===== config.mk =====
export PLATFORM = sky130hd
export DESIGN_NAME = ad7760_bus_sched_flat
export DESIGN_NICKNAME = d
export VERILOG_FILES = /design/src/rtl/ad7760_bus_sched_if.sv /design/src/rtl/ad7760_bus_sched.sv /design/src/flat_wrapper.sv
export SDC_FILE = /design/constraint.sdc
export NUM_CORES = 1
export LEC_CHECK = 0
export ABC_AREA = 1
export ABC_CLOCK_PERIOD_IN_PS = 4200
export CELL_PAD_IN_SITES_DETAIL_PLACEMENT = 1
export CELL_PAD_IN_SITES_GLOBAL_PLACEMENT = 2
export CORE_AREA = 8 8 119 132
export DETAILED_ROUTE_END_ITERATION = 12
export DIE_AREA = 0 0 127 140
export GPL_TIMING_DRIVEN = 0
export HOLD_SLACK_MARGIN = 0.1
export PLACE_DENSITY_LB_ADDON = 0.1
export SLEW_MARGIN = 20
export SYNTH_ARGS = -nofsm -noshare
export SYNTH_HDL_FRONTEND = slang
export SYNTH_SLANG_ARGS = --single-unit

===== constraint.sdc =====
create_clock -name mclk -period 4.2 [get_ports mclk]
set_input_delay 1.05 -clock mclk [delete_from_list [all_inputs] [get_ports mclk]]
set_output_delay 1.05 -clock mclk [all_outputs]
set_load 0.01 [all_outputs]

===== src/rtl/ad7760_bus_sched_if.sv =====
// Signal bundle between the AD7760 bus scheduler and its neighbours:
// pad-side bus, configuration requester and sample FIFO write port.
interface ad7760_bus_sched_if;
  logic        drdy_n;
  logic        rd_en;
  logic        cfg_req;
  logic [15:0] cfg_addr;
  logic [15:0] cfg_data;
  logic        cfg_busy;
  logic        cfg_ack;
  logic        fifo_full;
  logic [15:0] bus_in;
  logic [15:0] bus_out;
  logic        bus_oe;
  logic        cs_n;
  logic        r_n_w;
  logic [31:0] smp_data;
  logic        smp_valid;
  logic [7:0]  ovr_cnt;

  modport master (
    input  drdy_n, rd_en, cfg_req, cfg_addr, cfg_data, fifo_full, bus_in,
    output cfg_busy, cfg_ack, bus_out, bus_oe, cs_n, r_n_w, smp_data, smp_valid, ovr_cnt
  );

  modport slave (
    output drdy_n, rd_en, cfg_req, cfg_addr, cfg_data, fifo_full, bus_in,
    input  cfg_busy, cfg_ack, bus_out, bus_oe, cs_n, r_n_w, smp_data, smp_valid, ovr_cnt
  );
endinterface


===== src/rtl/ad7760_bus_sched.sv =====
// Time-shares the AD7760 parallel bus between two-word register writes and
// DRDY-triggered two-word sample reads; counts samples that could not be delivered.
module ad7760_bus_sched #(
  parameter int WR_CS_CYCLES  = 8,
  parameter int WR_GAP_CYCLES = 8,
  parameter int RD_CS_CYCLES  = 2
) (
  input  logic               mclk,
  input  logic               i_rest,
  ad7760_bus_sched_if.master bus
);

  localparam int WR_MAX  = (WR_CS_CYCLES > WR_GAP_CYCLES) ? WR_CS_CYCLES : WR_GAP_CYCLES;
  localparam int CNT_MAX = (WR_MAX > RD_CS_CYCLES) ? WR_MAX : RD_CS_CYCLES;
  localparam int CNT_W   = (CNT_MAX > 1) ? $clog2(CNT_MAX) : 1;
  localparam logic [CNT_W-1:0] WR_CS_LAST  = CNT_W'(WR_CS_CYCLES - 1);
  localparam logic [CNT_W-1:0] WR_GAP_LAST = CNT_W'(WR_GAP_CYCLES - 1);
  localparam logic [CNT_W-1:0] RD_CS_LAST  = CNT_W'(RD_CS_CYCLES - 1);

  typedef enum logic [3:0] {
    IDLE, WR_ADR, WR_ADR_GAP, WR_VAL, WR_VAL_GAP, WR_DONE,
    RD_MSW, RD_GAP, RD_LSW, RD_DONE
  } state_t;

  state_t           state, state_nxt;
  logic [CNT_W-1:0] cnt;
  logic             cnt_last;
  logic             drdy_p0, drdy_p1, drdy_p2;
  logic             drdy_fall, drdy_pend;
  logic             start_rd, cfg_take, ovr_drdy, ovr_fifo;
  logic             cfg_busy;
  logic [7:0]       ovr_cnt;
  logic [31:0]      smp_data;
  logic [15:0]      addr_q, data_q, msw_q;
  logic             cs_n, r_n_w, bus_oe, cfg_ack, smp_valid;
  logic [15:0]      bus_out;

  function automatic logic [7:0] sat_add8(input logic [7:0] acc, input logic [1:0] inc);
    logic [8:0] sum;
    sum = {1'b0, acc} + {7'd0, inc};
    return sum[8] ? 8'hFF : sum[7:0];
  endfunction

  // p0/p1 resynchronise DRDY, p2 holds the previous synchronised level for edge detect
  assign drdy_fall = drdy_p2 & ~drdy_p1;
  assign cfg_take  = bus.cfg_req & ~cfg_busy;
  assign ovr_drdy  = drdy_fall & bus.rd_en & drdy_pend & ~start_rd;
  assign ovr_fifo  = (state == RD_DONE) & bus.fifo_full;

  always_comb begin
    state_nxt = state;
    cnt_last  = 1'b0;
    start_rd  = 1'b0;
    cs_n      = 1'b1;
    r_n_w     = 1'b1;
    bus_oe    = 1'b0;
    bus_out   = 16'h0000;
    cfg_ack   = 1'b0;
    smp_valid = 1'b0;
    case (state)
      IDLE: begin
        // a waiting sample always wins over a waiting register write
        if (bus.rd_en && (drdy_pend || drdy_fall)) begin
          start_rd  = 1'b1;
          state_nxt = RD_MSW;
        end else if (cfg_busy || cfg_take) begin
          state_nxt = WR_ADR;
        end
      end
      WR_ADR: begin
        cs_n = 1'b0; r_n_w = 1'b0; bus_oe = 1'b1; bus_out = addr_q;
        cnt_last = (cnt == WR_CS_LAST);
        if (cnt_last) state_nxt = WR_ADR_GAP;
      end
      WR_ADR_GAP: begin
        r_n_w = 1'b0;
        cnt_last = (cnt == WR_GAP_LAST);
        if (cnt_last) state_nxt = WR_VAL;
      end
      WR_VAL: begin
        cs_n = 1'b0; r_n_w = 1'b0; bus_oe = 1'b1; bus_out = data_q;
        cnt_last = (cnt == WR_CS_LAST);
        if (cnt_last) state_nxt = WR_VAL_GAP;
      end
      WR_VAL_GAP: begin
        r_n_w = 1'b0;
        cnt_last = (cnt == WR_GAP_LAST);
        if (cnt_last) state_nxt = WR_DONE;
      end
      WR_DONE: begin
        cfg_ack   = 1'b1;
        state_nxt = IDLE;
      end
      RD_MSW: begin
        cs_n = 1'b0;
        cnt_last = (cnt == RD_CS_LAST);
        if (cnt_last) state_nxt = RD_GAP;
      end
      RD_GAP: state_nxt = RD_LSW;
      RD_LSW: begin
        cs_n = 1'b0;
        cnt_last = (cnt == RD_CS_LAST);
        if (cnt_last) state_nxt = RD_DONE;
      end
      RD_DONE: begin
        smp_valid = ~bus.fifo_full;
        state_nxt = IDLE;
      end
      default: state_nxt = IDLE;
    endcase
  end

  // control and architecturally visible state
  always_ff @(posedge mclk) begin
    if (i_rest) begin
      state     <= IDLE;
      cnt       <= '0;
      drdy_p0   <= 1'b1;
      drdy_p1   <= 1'b1;
      drdy_p2   <= 1'b1;
      drdy_pend <= 1'b0;
      cfg_busy  <= 1'b0;
      ovr_cnt   <= 8'h00;
      smp_data  <= 32'h0000_0000;
    end else begin
      state   <= state_nxt;
      cnt     <= (state_nxt != state) ? '0 : cnt + 1'b1;
      drdy_p0 <= bus.drdy_n;
      drdy_p1 <= drdy_p0;
      drdy_p2 <= drdy_p1;
      if (!bus.rd_en)
        drdy_pend <= 1'b0;
      else if (start_rd)
        drdy_pend <= drdy_fall & drdy_pend;
      else if (drdy_fall)
        drdy_pend <= 1'b1;
      if (state == WR_DONE)
        cfg_busy <= 1'b0;
      else if (cfg_take)
        cfg_busy <= 1'b1;
      ovr_cnt <= sat_add8(ovr_cnt, {1'b0, ovr_drdy} + {1'b0, ovr_fifo});
      if (state == RD_LSW && cnt_last)
        smp_data <= {msw_q, bus.bus_in};
    end
  end

  // data capture, no reset needed
  always_ff @(posedge mclk) begin
    if (cfg_take) begin
      addr_q <= bus.cfg_addr;
      data_q <= bus.cfg_data;
    end
    if (state == RD_MSW && cnt_last)
      msw_q <= bus.bus_in;
  end

  assign bus.cs_n      = cs_n;
  assign bus.r_n_w     = r_n_w;
  assign bus.bus_oe    = bus_oe;
  assign bus.bus_out   = bus_out;
  assign bus.cfg_ack   = cfg_ack;
  assign bus.cfg_busy  = cfg_busy;
  assign bus.smp_valid = smp_valid;
  assign bus.smp_data  = smp_data;
  assign bus.ovr_cnt   = ovr_cnt;

endmodule

===== src/flat_wrapper.sv =====
// flat-port wrapper written by rule: the top's interface ports become plain ports
module ad7760_bus_sched_flat 
#(
  parameter int WR_CS_CYCLES  = 8,
  parameter int WR_GAP_CYCLES = 8,
  parameter int RD_CS_CYCLES  = 2
)
  (mclk, i_rest, bus_drdy_n, bus_rd_en, bus_cfg_req, bus_cfg_addr, bus_cfg_data, bus_fifo_full, bus_bus_in, bus_cfg_busy, bus_cfg_ack, bus_bus_out, bus_bus_oe, bus_cs_n, bus_r_n_w, bus_smp_data, bus_smp_valid, bus_ovr_cnt);
  ad7760_bus_sched_if bus_i ();
  input  logic mclk;
  input  logic i_rest;
  input wire logic [$bits(bus_i.drdy_n)-1:0] bus_drdy_n;
  input wire logic [$bits(bus_i.rd_en)-1:0] bus_rd_en;
  input wire logic [$bits(bus_i.cfg_req)-1:0] bus_cfg_req;
  input wire logic [$bits(bus_i.cfg_addr)-1:0] bus_cfg_addr;
  input wire logic [$bits(bus_i.cfg_data)-1:0] bus_cfg_data;
  input wire logic [$bits(bus_i.fifo_full)-1:0] bus_fifo_full;
  input wire logic [$bits(bus_i.bus_in)-1:0] bus_bus_in;
  output wire logic [$bits(bus_i.cfg_busy)-1:0] bus_cfg_busy;
  output wire logic [$bits(bus_i.cfg_ack)-1:0] bus_cfg_ack;
  output wire logic [$bits(bus_i.bus_out)-1:0] bus_bus_out;
  output wire logic [$bits(bus_i.bus_oe)-1:0] bus_bus_oe;
  output wire logic [$bits(bus_i.cs_n)-1:0] bus_cs_n;
  output wire logic [$bits(bus_i.r_n_w)-1:0] bus_r_n_w;
  output wire logic [$bits(bus_i.smp_data)-1:0] bus_smp_data;
  output wire logic [$bits(bus_i.smp_valid)-1:0] bus_smp_valid;
  output wire logic [$bits(bus_i.ovr_cnt)-1:0] bus_ovr_cnt;
  assign bus_i.drdy_n = bus_drdy_n;
  assign bus_i.rd_en = bus_rd_en;
  assign bus_i.cfg_req = bus_cfg_req;
  assign bus_i.cfg_addr = bus_cfg_addr;
  assign bus_i.cfg_data = bus_cfg_data;
  assign bus_i.fifo_full = bus_fifo_full;
  assign bus_i.bus_in = bus_bus_in;
  assign bus_cfg_busy = bus_i.cfg_busy;
  assign bus_cfg_ack = bus_i.cfg_ack;
  assign bus_bus_out = bus_i.bus_out;
  assign bus_bus_oe = bus_i.bus_oe;
  assign bus_cs_n = bus_i.cs_n;
  assign bus_r_n_w = bus_i.r_n_w;
  assign bus_smp_data = bus_i.smp_data;
  assign bus_smp_valid = bus_i.smp_valid;
  assign bus_ovr_cnt = bus_i.ovr_cnt;
  ad7760_bus_sched #(.WR_CS_CYCLES(WR_CS_CYCLES), .WR_GAP_CYCLES(WR_GAP_CYCLES), .RD_CS_CYCLES(RD_CS_CYCLES)) u_core (.mclk(mclk), .i_rest(i_rest), .bus(bus_i));
endmodule

* Word-level counts from Yosys, hierarchy flattened
Cells that the tools add are included.
Storage, ports and cells: register bits after elaboration 100, input port bits 54, logic and storage cells 74
Cells by class: add/subtract/negate cells 3, equal/unequal tests 12, multiplexer cells 21, bitwise operators 12, reductions and logical operators 14
Operators with widths (count):
- 4-bit two-way mux | 8
- 16-bit one-hot mux with 2 select lines | 1
- 4-bit one-hot mux with 8 select lines | 1
- 4-bit by 3-bit == test with 1-bit output (second input constant) | 4
- 2-bit OR reduction | 5
- 8-bit by 2-bit adder with 9-bit output | 1
- 1-bit two-way mux | 9
- 4-bit by 2-bit == test with 1-bit output (second input constant) | 2
- 4-bit == test (second input constant) | 2
- 8-bit two-way mux | 1
- 4-bit OR reduction | 2
- 1-bit AND | 7
- 1-bit inverter | 5
- 4-bit by 1-bit == test with 1-bit output (second input constant) | 1
- 4-bit logical NOT | 1
- 4-bit inequality test | 1
- 3-bit by 1-bit adder with 3-bit output (second input constant) | 1
- 3-bit by 1-bit == test with 1-bit output (second input constant) | 1
- 3-bit == test (second input constant) | 1
- 1-bit logical AND | 3
- 1-bit by 1-bit adder with 2-bit output | 1
- 1-bit logical OR | 2
- 1-bit one-hot mux with 2 select lines | 1
- 2-bit nonzero test | 1

* Depth between registers and ports, before layout
Gate-level depths: netlist of run 1.
depth after elaboration 11, gate-level depth with buffers 13, depth with buffers taken out 13

* Worst setup path after synthesis of run 1
No wires, ideal clock.
path type input port to flip-flop, start point in bus_cfg_req, end point reg u_core.addr_q[0] (enable), setup time 0.422 ns, arrival time 2.439 ns, data required time 3.778 ns, setup slack 1.339 ns, stages on the path 2, buffers on the path 0, cells stage by stage inv_1 -> nor2_1
On the way: word-level cells in the longest chain between the ends 1
Ends and longest elaborated chain:
- start, declared | line flat_wrapper.sv:14 | input wire logic [$bits(bus_i.cfg_req)-1:0] bus_cfg_req;
- 1-bit AND | line ad7760_bus_sched.sv:46 | assign cfg_take = bus.cfg_req & ~cfg_busy;
- named net u_core.cfg_take | line ad7760_bus_sched.sv:30 | logic start_rd, cfg_take, ovr_drdy, ovr_fifo;
- end signal, assigned | line ad7760_bus_sched.sv:150 | addr_q <= bus.cfg_addr;
- end, declared | line ad7760_bus_sched.sv:34 | logic [15:0] addr_q, data_q, msw_q;
The timed path passes the listed nets, and every way through them passes these cells. A chain may end at the register's enable or synchronous reset.

* Worst setup path after layout of run 1
start point reg u_core.state[0], end point out bus_smp_valid
On the way: word-level cells in the longest chain between the ends 2
Ends and longest elaborated chain:
- start, declared | line ad7760_bus_sched.sv:25 | state_t state, state_nxt;
- start signal, assigned | line ad7760_bus_sched.sv:126 | state <= state_nxt;
- 4-bit == test | line ad7760_bus_sched.sv:60 | case (state)
- 1-bit two-way mux | line ad7760_bus_sched.sv:60
- end, declared | line flat_wrapper.sv:26 | output wire logic [$bits(bus_i.smp_valid)-1:0] bus_smp_valid;
Every way passes these cells.

==> results.yml, run 1 <==
cts:
  clk_latency_ns: 0.36
  cts_setup_buffers: 0
  cts_tree: "built"
  clock-root-buffer: "clkbuf_16"
  clk_path_buf_depth: 2
  cts_resized: 0
  path_clk_slew_ns: 0.07
  hold_buffers: 0
  htreeDepth: 3
  numCtsBuffers: 9
  clock_sinks: 100
placement:
  io_buffers: 115
  placed_area_mm2: 0.00546
  dp.final_hpwl_um: 8790
  gp_congestion: 0.754
  dpl.cell_count: 671
worst_setup_path:
  crit_cells: 6
  path_delay_family: "buffers and inverters"
  arrival_ns: 2.55
  r2r_cells: 13
  crit_fanout: 10
  crit_buf_inv: 3
  cpMaxStageDelayCell: "clkdlybuf4s50_1"
  path_cells: "inv_1 -> nor2_2 -> buf_2 -> nand3_1 -> nor2_1 -> clkdlybuf4s50_1"
  cpPeakStageDelay_ns: 0.54
  critical_path_class: "flip-flop to output port"
  endpoint_kind: "output port"
  required_ns: 3.15
  crit_path_start_kind: "flip-flop"
run:
  drv_cap: 0
detailed_routing:
  routed_via_density: 4.70
  post_drt_wl_per_cell_um: 16.9
  drtPass1Iterations: 4
  postRouteAntennaNets: 0
  first_iter_violations: 88
  dr_total_vias: 3231
  wl_um: 11600
  drc: 0
sta:
  worst_slew_pin_slew_ns: 0.812
  finClkSkew_ns: 0.0121
  setup_viol: 0
  fmax_mhz: 277
  fin_crit_sh: 0.858
  rsz0062_at_grt: "false"
  finalSetupTns_ns: 0
  maxSlewViolCount: 0
  finalHoldViolations: 0
  finalCriticalPeriod_ns: 3.60
  slew_headroom: 0.458
power_and_ir_drop:
  vdd_ir_drop_max_mv: 0.217
  pwr_density_cell_mw_per_mm2: 363
  p_leak_uw: 0.00208
  p_total_uw: 2090
global_route:
  antenna_found_initial: 0
  grtUsageTotal: 0.135
  grt_overflow: 0
  grt_pass1_vias: 3528
  grt_first_pass_wirelength_um: 18900
  grt_max_degree: 30
yosys:
  yosys.area.top_type: "edfxtp_1"
  synth-seq-cells: 100
  ys_types: 34
  yosys_warnings: 0
  synthesis.nets: 449
  synth_area_leaders: "edfxtp_1 35%, dfxtp_1 26%, nand3b_1 5.9%, nand2_1 5.4%, nor2_1 5.2%"
  syn_avg_cell_area_um2: 10.4
  synth_cells: 391
  synth_top_cell_area_share: 0.354
  yosysSeqAreaShare: 0.609
  netlist_area_mm2: 0.00408
layout:
  antenna_cells: 0
  areaGrowthSynthToFinish_pct: 40.8
  final_nets: 576
  fin_cells: 687
  design_area_mm2: 0.00574
  nFillCells: 1524
  drive_gt1_frac: 0.0975
floorplan:
  initial_utilization: 0.302
  row_count: 45
  die_w_um: 127
  ios: 116
  die_h_um: 140
  core_region_area_mm2: 0.0135
  die_area_mm2: 0.0178
hold_path:
  min_path_type: "flip-flop to flip-flop"
  hold_path_depth: 2
run_status:
  status: "complete, no violations"
[registers in the layout, indices dropped and copies added (netlist names)]
register,cells
u_core.drdy_pend,1
u_core.bus.cfg_busy,1
u_core.bus.ovr_cnt,8
u_core.data_q,16
u_core.bus.smp_data,32
u_core.state,4
u_core.drdy_p0,1
u_core.drdy_p1,1
u_core.msw_q,16
u_core.cnt,3
u_core.drdy_p2,1
u_core.addr_q,16
[path summary, 6_finish.rpt]
kind                                 startpoint               endpoint  slack, ns
worst max-delay path            u_core.state[0]          bus_smp_valid       0.60
worst min-delay path             u_core.drdy_p1         u_core.drdy_p2       0.43
worst max register to register  u_core.state[0]  u_core.bus.ovr_cnt[4]       1.13
worst min register to register   u_core.drdy_p1         u_core.drdy_p2       0.43
[synth_stat cells, drive strengths merged]
cell type / number
inv: 24
nand3: 13
a41oi: 1
nand2: 60
xor2: 3
a21oi: 43
nor3: 2
ha: 3
a32o: 16
o21ai: 5
and3: 1
clkbuf: 5
dfxtp: 52
xnor2: 1
nor4: 1
a31oi: 1
edfxtp: 48
nor2: 60
or2: 2
buf: 16
nand3b: 32
nand4: 1
fa: 1
[per-layer routing]
metal / wire length (um) / part of all wire / GRT usage / vias up
li1: - / - / - / 1598
met1: 4940 / 0.42 / 0.157 / 1533
met2: 5400 / 0.46 / 0.210 / 87
met3: 1070 / 0.092 / 0.0604 / 13
met4: 220 / 0.019 / 0.0621 / 0
met5: 0 / 0 / 0 / -
[area by class of cell]
type,instances,area (um2),share of cell area
clock inverter,6,47.5,0.00829
clock buffer,10,229,0.0399
sequential,100,2480,0.433
timing repair buffer,116,1170,0.204
inverter,24,90.1,0.0157
multi-input combinational,246,1380,0.240
buffer,21,134,0.0233
tap,164,205,0.0358
[power breakdown]
group / switching, uW / internal [uW]
Sequential: 12.4 / 1050
Combinational: 106 / 118
Clock: 392 / 409
Total: 510 / 1580
[logic make-up after synthesis]
group / share of synthesized area
flip-flops: 0.609
XOR/XNOR: 0.00860
buffers and inverters: 0.0550
adder cells (fa/ha/maj): 0.0141
AO/OA/AOI/OAI: 0.112
AND/OR/NAND/NOR: 0.201
[metrics by stage]
| step | utilization | hold slack [ns] | worst slack, ns |
|---|---|---|---|
| 2_1_floorplan | - | 0.389 | 1.34 |
| 3_3_place_gp | 0.402 | 0.399 | 0.260 |
| 3_5_place_dp | 0.404 | 0.416 | 0.909 |
| 4_1_cts | 0.425 | 0.431 | 0.515 |
| 5_1_grt | 0.425 | 0.452 | 0.412 |
| 6_report | 0.425 | 0.428 | 0.595 |
[worst min-delay path, cell delays in order, from the launching register on]
cell     delay, ns
dfxtp_1       0.31
inv_1         0.04
nand2_1       0.05
[placed cells by master, fill, tap and decap left out, drive strengths merged]
| master | n |
|---|---|
| clkinvlp | 2 |
| nand3 | 13 |
| edfxtp | 48 |
| or2 | 2 |
| dfxtp | 52 |
| ha | 3 |
| xnor2 | 1 |
| and3 | 1 |
| a32o | 16 |
| xor2 | 3 |
| inv | 27 |
| a21oi | 43 |
| o21ai | 5 |
| clkbuf | 15 |
| nand3b | 32 |
| buf | 17 |
| fa | 1 |
| a41oi | 1 |
| nand4 | 1 |
| nor3 | 2 |
| clkinv | 1 |
| nor2 | 60 |
| nor4 | 1 |
| clkdlybuf4s50 | 115 |
| a31oi | 1 |
| nand2 | 60 |
(Power assumes the default switching activity.)
==> inputs of run 2 (changes only) <==
CORE_AREA = 8 8 117 130   (was 8 8 119 132)
CTS_BUF_LIST = sky130_fd_sc_hd__clkbuf_8   (was not set)
DIE_AREA = 0 0 125 138   (was 0 0 127 140)
==> results.yml, run 2 (synthesis results as in run 1) <==
run_status:
  status: "complete, no violations"
detailed_routing:
  wl_um: 11300
  post_drt_wl_per_cell_um: 16.6
  dr_total_vias: 3186
  first_iter_violations: 88
  postRouteAntennaNets: 0
  drtPass1Iterations: 4
  drc: 0
  routed_via_density: 4.66
worst_setup_path:
  required_ns: 3.15
  cpPeakStageDelay_ns: 0.54
  crit_path_start_kind: "flip-flop"
  crit_cells: 6
  regToRegStartpoint: "u_core.state[0]"
  crit_buf_inv: 3
  crit_end: "bus_smp_valid"
  crit_fanout: 10
  path_cells: "inv_1 -> nor2_2 -> buf_2 -> nand3_1 -> nor2_1 -> clkdlybuf4s50_1"
  cp-startpoint: "u_core.state[0]"
  critical_path_class: "flip-flop to output port"
  endpoint_kind: "output port"
  rr_endpoint: "u_core.bus.ovr_cnt[4]"
  arrival_ns: 2.62
  cpMaxStageDelayCell: "clkdlybuf4s50_1"
  rrSetupSlack_ns: 1.07
  r2r_cells: 13
  path_delay_family: "buffers and inverters"
cts:
  htreeDepth: 3
  path_clk_slew_ns: 0.09
  numCtsBuffers: 9
  clock_sinks: 100
  cts_setup_buffers: 0
  cts_resized: 0
  clock-root-buffer: "clkbuf_8"
  clk_latency_ns: 0.38
  hold_buffers: 0
  cts_tree: "built"
  clk_path_buf_depth: 2
layout:
  largest_register_ff_count: 32
  fin_cells: 684
  design_area_mm2: 0.00565
  antenna_cells: 0
  drive_gt1_frac: 0.0975
  final_nets: 576
  fin_util: 0.435
  final_cell_mix: "115 x clkdlybuf4s50_1, 59 x nand2_1, 54 x nor2_1, 52 x dfxtp_1, 48 x edfxtp_1"
  mostFrequentLayoutCell: "clkdlybuf4s50_1"
  areaGrowthSynthToFinish_pct: 38.7
  top_register: "u_core.bus.smp_data"
power_and_ir_drop:
  pwr_density_cell_mw_per_mm2: 337
  vdd_ir_drop_max_mv: 0.173
  p_leak_uw: 0.00206
sta:
  fin_crit_sh: 0.874
  finalCriticalPeriod_ns: 3.67
  finClkSkew_ns: 0.0109
  fmax_mhz: 272
  setup_viol: 0
  finalHoldViolations: 0
  rsz0062_at_grt: "false"
  worst_slew_pin_slew_ns: 0.760
  maxSlewViolCount: 0
  slew_headroom: 0.493
  finalSetupTns_ns: 0
global_route:
  grt_overflow: 0
  grtUsageTotal: 0.133
  grt_max_degree: 31
  antenna_found_initial: 0
  grt_pass1_vias: 3430
  grt_first_pass_wirelength_um: 18200
placement:
  placed_area_mm2: 0.00546
  dpl.cell_count: 668
  dp.final_hpwl_um: 8700
  gp_congestion: 0.753
  io_buffers: 115
floorplan:
  die_w_um: 125
  row_count: 44
  initial_utilization: 0.314
  die_h_um: 138
  ios: 116
  die_area_mm2: 0.0173
  core_region_area_mm2: 0.0130
hold_path:
  min_path_type: "flip-flop to flip-flop"
run:
  drv_cap: 0
[run 2: cell count changes in the layout (fill, tap and decap cells not counted), moves of 2 or more]
cell / change
inv_6: -2
inv_1: +2
clkbuf_16: -9
clkbuf_8: +9
[run 2: how the worst min path moves through the flow]
| stage | cells past startpoint | endpoint | startpoint |
|---|---|---|---|
| floorplan | 1 | u_core.drdy_p1 | u_core.drdy_p0 |
| CTS | 1 | u_core.drdy_p1 | u_core.drdy_p0 |
| finish | 1 | u_core.drdy_p1 | u_core.drdy_p0 |
| detailed placement | 1 | u_core.drdy_p1 | u_core.drdy_p0 |
| global route | 1 | u_core.drdy_p1 | u_core.drdy_p0 |
| global placement | 1 | u_core.drdy_p1 | u_core.drdy_p0 |
[run 2: layer usage]
metal	global-route usage	wire length [um]	up-vias
met5	0	0	-
met4	0.0578	197	0
met3	0.0558	943	14
met2	0.211	5300	86
met1	0.153	4900	1491
li1	-	-	1595
[run 2: through the flow]
| step | hold slack [ns] | power, uW | setup slack, ns |
|---|---|---|---|
| floorplan | 0.389 | 1180 | 1.34 |
| global placement | 0.399 | 1300 | 0.273 |
| detailed placement | 0.402 | 1310 | 0.916 |
| CTS | 0.430 | 1940 | 0.455 |
| global route | 0.437 | 1990 | 0.325 |
| finish | 0.424 | 1910 | 0.530 |
[run 2: layout make-up]
| cell class | instances | area (um2) |
|---|---|---|
| tap | 161 | 201 |
| clock inverter | 7 | 70.1 |
| clock buffer | 9 | 124 |
| inverter | 24 | 90.1 |
| buffer | 21 | 134 |
| multi-input combinational | 246 | 1380 |
| timing repair buffer | 116 | 1170 |
| fill | 1466 | 7340 |
| sequential | 100 | 2480 |
[run 2: where the power goes]
part	internal [uW]	switching (uW)	leakage, uW
Clock	276	347	0.000104
Sequential	1050	12.3	0.000869
Combinational	118	105	0.00109
==> inputs of run 3 (changes only) <==
CORE_AREA = 8 8 105 145   (was 8 8 117 130)
DIE_AREA = 0 0 113 153   (was 0 0 125 138)
RECOVER_POWER = 100   (was not set)
REMOVE_ABC_BUFFERS = 1   (was not set)
==> results.yml, run 3 (synthesis results as in run 1) <==
power_and_ir_drop:
  p_total_uw: 1810
  sw_frac_of_total: 0.249
  power_frac_comb: 0.106
  vdd_ir_drop_max_mv: 0.157
  p_int_uw: 1360
  p_leak_uw: 0.00219
  p_clk_frac: 0.308
  pwr_density_cell_mw_per_mm2: 327
  seqPwrFrac: 0.586
  switchingPower_uw: 451
sta:
  finalCriticalPeriod_ns: 3.78
  finalSetupTns_ns: 0
  fin_hold_ws_ns: 0.426
  worst_slew_pin_slew_ns: 1.42
  fmax_mhz: 265
  fin_crit_sh: 0.900
  maxSlewViolCount: 0
  setup_viol: 0
  finClkSkew_ns: 0.0152
  slew_headroom: 0.0500
  rsz0062_at_grt: "false"
  finalHoldViolations: 0
floorplan:
  row_count: 50
  die_h_um: 153
  die_w_um: 113
  initial_utilization: 0.310
  die_area_mm2: 0.0173
  ios: 116
  core_region_area_mm2: 0.0131
placement:
  io_buffers: 115
  gp_congestion: 0.766
  dp.final_hpwl_um: 7990
hold_path:
  hp-start: "u_core.drdy_p0"
  hold_path_depth: 1
  min_path_type: "flip-flop to flip-flop"
detailed_routing:
  first_iter_violations: 63
  drtPass1Iterations: 4
  postRouteAntennaNets: 0
  dr_total_vias: 3184
  post_drt_wl_per_cell_um: 16.8
  wl_um: 11200
  routed_via_density: 4.80
  drc: 0
global_route:
  antenna_found_initial: 0
  grtUsageTotal: 0.133
  grt_overflow: 0
  grt_max_degree: 65
  grt_first_pass_wirelength_um: 18100
  grt_pass1_vias: 3416
worst_setup_path:
  critical_path_class: "flip-flop to output port"
  crit_cells: 5
  required_ns: 3.15
  cp-startpoint: "u_core.state[0]"
  crit_path_start_kind: "flip-flop"
  crit_buf_inv: 2
  crit_fanout: 18
  path_cells: "inv_1 -> nor2_2 -> nand3_1 -> nor2_1 -> dlygate4sd3_1"
  r2r_cells: 7
  regToRegStartpoint: "u_core.cnt[0]"
  cpMaxStageDelayCell: "nor2_2"
  path_delay_family: "simple AND/OR/NAND/NOR gates"
  arrival_ns: 2.73
  endpoint_kind: "output port"
  cpPeakStageDelay_ns: 0.65
  rrSetupSlack_ns: 0.59
layout:
  drive_gt1_frac: 0.0771
  areaGrowthSynthToFinish_pct: 35.7
  final_cell_mix: "112 x dlygate4sd3_1, 59 x nand2_1, 54 x nor2_1, 52 x dfxtp_1, 48 x edfxtp_1"
  final_nets: 559
  top_register: "u_core.bus.smp_data"
  mostFrequentLayoutCell: "dlygate4sd3_1"
  largest_register_ff_count: 32
cts:
  hold_buffers: 0
  clock-root-buffer: "clkbuf_8"
  cts_setup_buffers: 0
  path_clk_slew_ns: 0.09
  clk_latency_ns: 0.37
  htreeDepth: 3
  clock_sinks: 100
  clk_path_buf_depth: 2
  numCtsBuffers: 9
  cts_tree: "built"
  cts_resized: 0
run_status:
  status: "complete, no violations"
run:
  drv_cap: 0
[run 3: worst register-to-register path: stages (launching register included)]
cell	delay (ns)
dfxtp_1	0.37
ha_1	0.17
ha_1	0.25
inv_1	0.11
o21ai_1	1.09
inv_1	0.11
nor2_1	0.50
clkbuf_1	0.66
[run 3: worst paths after layout]
check,to
max,bus_smp_valid
min,u_core.drdy_p1
max reg2reg,u_core.msw_q[1]
min reg2reg,u_core.drdy_p1
[run 3: power groups by stage]
stage | Sequential [uW] | Clock [uW] | Combinational [uW]
floorplan | 1080 | 0 | 91.8
global placement | 1080 | 0 | 210
detailed placement | 1080 | 0 | 220
CTS | 1060 | 591 | 221
global route | 1060 | 620 | 212
finish | 1060 | 557 | 192
[run 3: per-stage QoR]
| stage | instances | setup slack (ns) | area, um2 | util |
|---|---|---|---|---|
| 6_report | 664 | 0.421 | 5530 | 0.421 |
| 5_1_grt | 662 | 0.191 | 5520 | 0.420 |
| 4_1_cts | 662 | 0.383 | 5580 | 0.424 |
| 3_5_place_dp | 646 | 0.754 | 5410 | 0.412 |
| 3_3_place_gp | 641 | -0.733 | 5290 | 0.402 |
| 2_1_floorplan | 370 | 0.787 | 3940 | - |
[run 3: layout make-up]
type / count / area, um2
Antenna cell: 2 / 5.00
Clock buffer: 9 / 124
Clock inverter: 7 / 43.8
Fill cell: 1468 / 7610
Inverter: 24 / 91.3
Multi-Input combinational cell: 246 / 1370
Sequential cell: 100 / 2480
Tap cell: 156 / 195
Timing Repair Buffer: 120 / 1220
[run 3: per-layer routing]
layer  GRT usage  routed length [um]
met4      0.0459                 125
met3      0.0501                 804
met2       0.227                5480
met5           0                   0
met1       0.146                4770
